### config.mk
export PLATFORM = sky130hd
export DESIGN_NAME = bitwise_operations
export DESIGN_NICKNAME = d
export VERILOG_FILES = /design/src/rtl/bitwise_operations.sv
export SDC_FILE = /design/constraint.sdc
export NUM_CORES = 1
export LEC_CHECK = 0
export BUFFER_PORTS_ARGS = -buffer_cell sky130_fd_sc_hd__buf_2
export CAP_MARGIN = 25
export CORE_ASPECT_RATIO = 1.1
export CORE_MARGIN = 2
export CORE_UTILIZATION = 40
export CTS_CLUSTER_DIAMETER = 150
export DETAILED_ROUTE_END_ITERATION = 10
export PLACE_DENSITY_LB_ADDON = 0.12
export SYNTH_ARGS = -nofsm -noshare
export SYNTH_HDL_FRONTEND = slang
export SYNTH_SLANG_ARGS = --single-unit
### constraint.sdc
create_clock -name clk -period 0.8 [get_ports clk]
set_input_delay 0.12 -clock clk [delete_from_list [all_inputs] [get_ports clk]]
set_output_delay 0.12 -clock clk [all_outputs]
set_load 0.1 [all_outputs]
### src/rtl/bitwise_operations.sv
// Registered bitwise logic unit: AND / OR / XOR / NOT-a of two WIDTH-bit
// operands, presented on q one clock after the operands are sampled.
module bitwise_operations #(
    parameter int WIDTH = 7
) (
    input  logic             clk,
    input  logic             rst,
    input  logic [WIDTH-1:0] a,
    input  logic [WIDTH-1:0] b,
    input  logic [1:0]       op,
    output logic [WIDTH-1:0] q
);

    typedef enum logic [1:0] {
        OP_AND = 2'b00,
        OP_OR  = 2'b01,
        OP_XOR = 2'b10,
        OP_NOT = 2'b11
    } op_e;

    logic [WIDTH-1:0] q_d;
    logic [WIDTH-1:0] q_q;

    // NOT ignores b entirely; every case is purely per-bit, no carries.
    always_comb begin
        q_d = '0;
        case (op_e'(op))
            OP_AND:  q_d = a & b;
            OP_OR:   q_d = a | b;
            OP_XOR:  q_d = a ^ b;
            OP_NOT:  q_d = ~a;
            default: q_d = '0;
        endcase
    end

    always_ff @(posedge clk or posedge rst) begin
        if (rst) begin
            q_q <= '0;
        end else begin
            q_q <= q_d;
        end
    end

    assign q = q_q;

endmodule

---- Word-level counts from Yosys, hierarchy flattened ----
Index checks and enable logic that the tools add are counted.
storage, ports and cells
  flip-flop bits (word level) ............. 7
  input port bits ......................... 18
  logic and storage cells ................. 10
cells by class
  eq/ne operators ......................... 3
  muxes and demuxes ....................... 1
  bitwise gates (word level) .............. 4
  reduce and logical (&&, ||, !) cells .... 1
operators with widths
  kind                                            number
  case mux 7 bit (4 select lines)                 1
  bitwise AND 7 bit                               1
  NOT 7 bit                                       1
  OR 7 bit                                        1
  XOR 7 bit                                       1
  == test 2 bit (second input constant)           2
  == test 2 x 1 -> 1 bit (second input constant)  1
  logical NOT 2 bit                               1

---- Longest topological paths before layout ----
  depth in word-level cells ............... 2
  mapped depth ............................ 4

---- Least setup slack after synthesis ----
OpenSTA, ideal clock, no wires.
  path kind ............................... flip-flop to output port
  start ................................... reg q_q[0], in the netlist q[0]
  end ..................................... out q[0]
  data arrival time ....................... 0.883 ns
  required time ........................... 0.680 ns
  slack ................................... -0.203 ns
  stages on the path, launching flop included .. 1
  cells stage by stage .................... dfrtp_1
RTL lines
  item                      RTL line  RTL
  start: declaration        22        logic [WIDTH-1:0] q_q;
  start signal: assignment  40        q_q <= q_d;
  end: declaration          11        output logic [WIDTH-1:0] q
No word-level cell between the ends.

---- Worst setup path in the final report ----
  start ................................... reg q_q[1], in the netlist q[1]
  end ..................................... out q[1]
No word-level cell between the ends.

==> impl_summary.txt <==
----------------------------------------------------
[STA]
  Total setup violations reported at the end of the flow ... 10
  Post-layout min period ... around 0.94 ns
  Pins over their slew limit ... 0
  Unrepaired setup endpoints after global routing ... yes
  Final period util ... 118%
  Tightest Pin Transition ... about 0.24 ns
  PnR worst setup slack ... -0.143 ns
  Max Clock Freq ... about 1.1 GHz
  Slew margin rel. ... between 80% and 90%
  Number of failing hold endpoints at the final stage ... 0

[Placement]
  Weighted congestion reported at the end of routability-driven placement ... around 0.74
  Post-Place Setup Slack ... -0.353 ns
  Quantity of I/O buffers inserted on ports ... 24
  Total half-perimeter wirelength after legalization and detailed placement ... just under 1000 µm
  Placed cell areas ... 1070 µm²

[Die]
  Die Y-Extent ... 45.1 µm
  Core Region ... about 1400 µm²
  Width of the die ... slightly above 40 µm
  Starting density of the core ... around 44%
  Total I/O pin count ... 25
  Number of cell rows ... 14
  Overall die area ... 1860 µm²

[Run status]
  Run status ... finished with violations
  Failing checks ... negative setup slack

[Clock tree]
  Clock tree root driver cell ... sky130_fd_sc_hd__clkbuf_4
  Inserted Clock Buffers ... 3
  Number of buffers on the longest clock path ... 2
  Clock edge transition at the registers on the reported setup and hold paths ... approximately 0.05 ns
  TritonCTS clock tree ... done
  Clock tree sinks ... 7
  H-tree level count ... 1

[GRT]
  Wire length of the first global-routing pass ... 1990 µm
  GRT overflow ... 0
  Number of global-route vias before repair ... between 500 and 600
  Antenna violations before repair ... 0
  Maximum number of pins on one net before global-route repair ... 8
  Global routing usage summed across all routing layers ... 16.2%

[Power]
  Power dissipated by switching net loads ... about 650 µW
  Flop pwr share ... a little over a quarter
  Power density over the cells ... around 1300 nW/µm²
  Highest ir drop seen on vdd ... 0.763 mV
  Internal power ... just under 1 mW
  Switching part of the total power ... roughly two fifths
  Leakage component of the power ... ~0.55 nW
  Proportion of power drawn by combinational gates ... between 50% and 60%
  Clock power share ... 19.1%
  Sum of internal, switching and leakage power ... ~1.6 mW

[Cells and area]
  Post-layout util ... between 80% and 90%
  Filler cell count in the final layout ... 70
  Post-route design area ... between 1000 and 1500 µm²
  Net total in the final layout ... between 100 and 150
  Synthesis-to-finish area growth ... 98.8%
  Number of antenna diodes ... 0
  Largest register FFs ... 7
  Ratio of cells with drive above 1 in the final layout ... 80.0%

[Route]
  Iteration count of the initial detailed-routing pass ... 2
  Vias per cell ... roughly 4.7
  Routed Antenna Nets ... 0
  Via total after detailed routing ... 475
  Drt initial violations ... 3
  Detailed-route wire length per cell ... 11.8 µm
  Overall routed net length ... ~1200 µm
  Count of unresolved DRC violations after routing ... 0

[Synth]
  Netlist Area Pre-Place ... between 600 and 700 µm²
  Number of warnings reported in the yosys synthesis log ... 0
  Yosys reg bits ... 7
  Mapped Avg Cell Area ... 11.8 µm²
  Distinct cell type count after synthesis ... 5
  Dominant cells by area after synthesis ... sky130_fd_sc_hd__dfrtp_1 29%, sky130_fd_sc_hd__ha_1 29%, sky130_fd_sc_hd__mux4_2 26%
  Synthesized net count ... 84
  Largest area contributor in the netlist ... sky130_fd_sc_hd__dfrtp_1
  Proportion of netlist area held by the largest area contributor ... about 29%
  Cells after Synth ... 52
  Part of the Yosys area used for sequential elements ... about 29%

[Worst setup path]
  Type of element capturing the critical path ... primary output
  Cell with the biggest individual delay on the critical path ... sky130_fd_sc_hd__dfrtp_2
  Kind of critical path ... register to primary output
  Bufs and invs on worst path ... 1
  Cell Chain, Critical Path ... buf_12
  Stage delay of the slowest cell on the critical path ... 0.41 ns
  Crit-path leading delay family ... flip-flops
  Startpoint Class ... register
  Maximum net fanout on the critical path ... 1
  Beginning of the critical path ... q[1]
  Data arrival time of the worst path ... slightly above 0.8 ns
  Required time of the critical path ... roughly 0.7 ns

[Min path]
  Hold path start ... op[1]
  Path type of the worst min-delay path ... primary input to register

[Flow run]
  # Max-Cap Violations ... 0

----------------------------------------------------
## metrics by stage
stage,hold WS (ns),cells,TNS (ns)
detailed placement,0.0552,94,-2.35
global route,0.261,101,-1.20
global placement,0.0531,94,-2.27
floorplan,-0.0765,52,-0.780
CTS,0.267,101,-1.06
finish,0.268,101,-0.990
## cells in the final DEF, fill, tap and decap left out, drive strengths merged
cell / n
buf: 30
clkbuf: 4
dfrtp: 7
dlygate4sd3: 1
ha: 14
inv: 22
mux4: 7
## what timing repair did
item / 4_1_cts / 5_1_grt
endpoints found under the hold margin: 7 / 0
hold buffers: 1 / 0
resized for setup: 23 / 8
setup endpoints to repair: 14 / 12
setup buffers: 2 / 0
## synthesized netlist by cell type
library cell	instances
sky130_fd_sc_hd__buf_6	2
sky130_fd_sc_hd__dfrtp_1	7
sky130_fd_sc_hd__inv_1	22
sky130_fd_sc_hd__mux4_2	7
sky130_fd_sc_hd__ha_1	14
## routing by layer
layer	part of all wire [%]	vias up	routed length, µm	track usage [%]
met3	7.9	0	95	1.48
met2	60	20	713	30.3
met4	0	0	0	5.81
li1	-	231	-	-
met5	0	-	0	0
met1	32	224	386	18.0
## final timing paths
path                       endpoint  slack, ns  cells past startpoint
min in group asynchronous      q[5]       0.34                      3
max in group asynchronous      q[1]       0.25                      3
hold / removal                 q[5]       0.27                      2
setup / recovery               q[1]      -0.14                      1
## area by class of cell
cell class / count / area, µm² / share of cell area, %
repair buffers: 31 / 380 / 31.2
multi-input cells: 21 / 420 / 34.5
inverters: 22 / 188 / 15.4
flip-flops and latches: 7 / 184 / 15.1
clock buffers: 4 / 26.3 / 2.16
well taps: 16 / 20.0 / 1.64
## power by group through the flow
stage          Combinational, mW  Clock, mW  Sequential (mW)
6_report                   0.884      0.312            0.439
5_1_grt                    0.936      0.359            0.441
4_1_cts                    0.878      0.326            0.440
3_5_place_dp               0.827          0            0.446
3_3_place_gp               0.808          0            0.444
2_1_floorplan              0.201          0            0.734
## cell families (layout without fill, tap and decap cells)
group	count (synthesis)	in the layout	synth area share [%]
buf+inv	24	57	17.1
mux	7	7	25.7
flops	7	7	28.6
fa+ha+maj	14	14	28.6
Note: power is estimated with default switching activity, not from simulation.
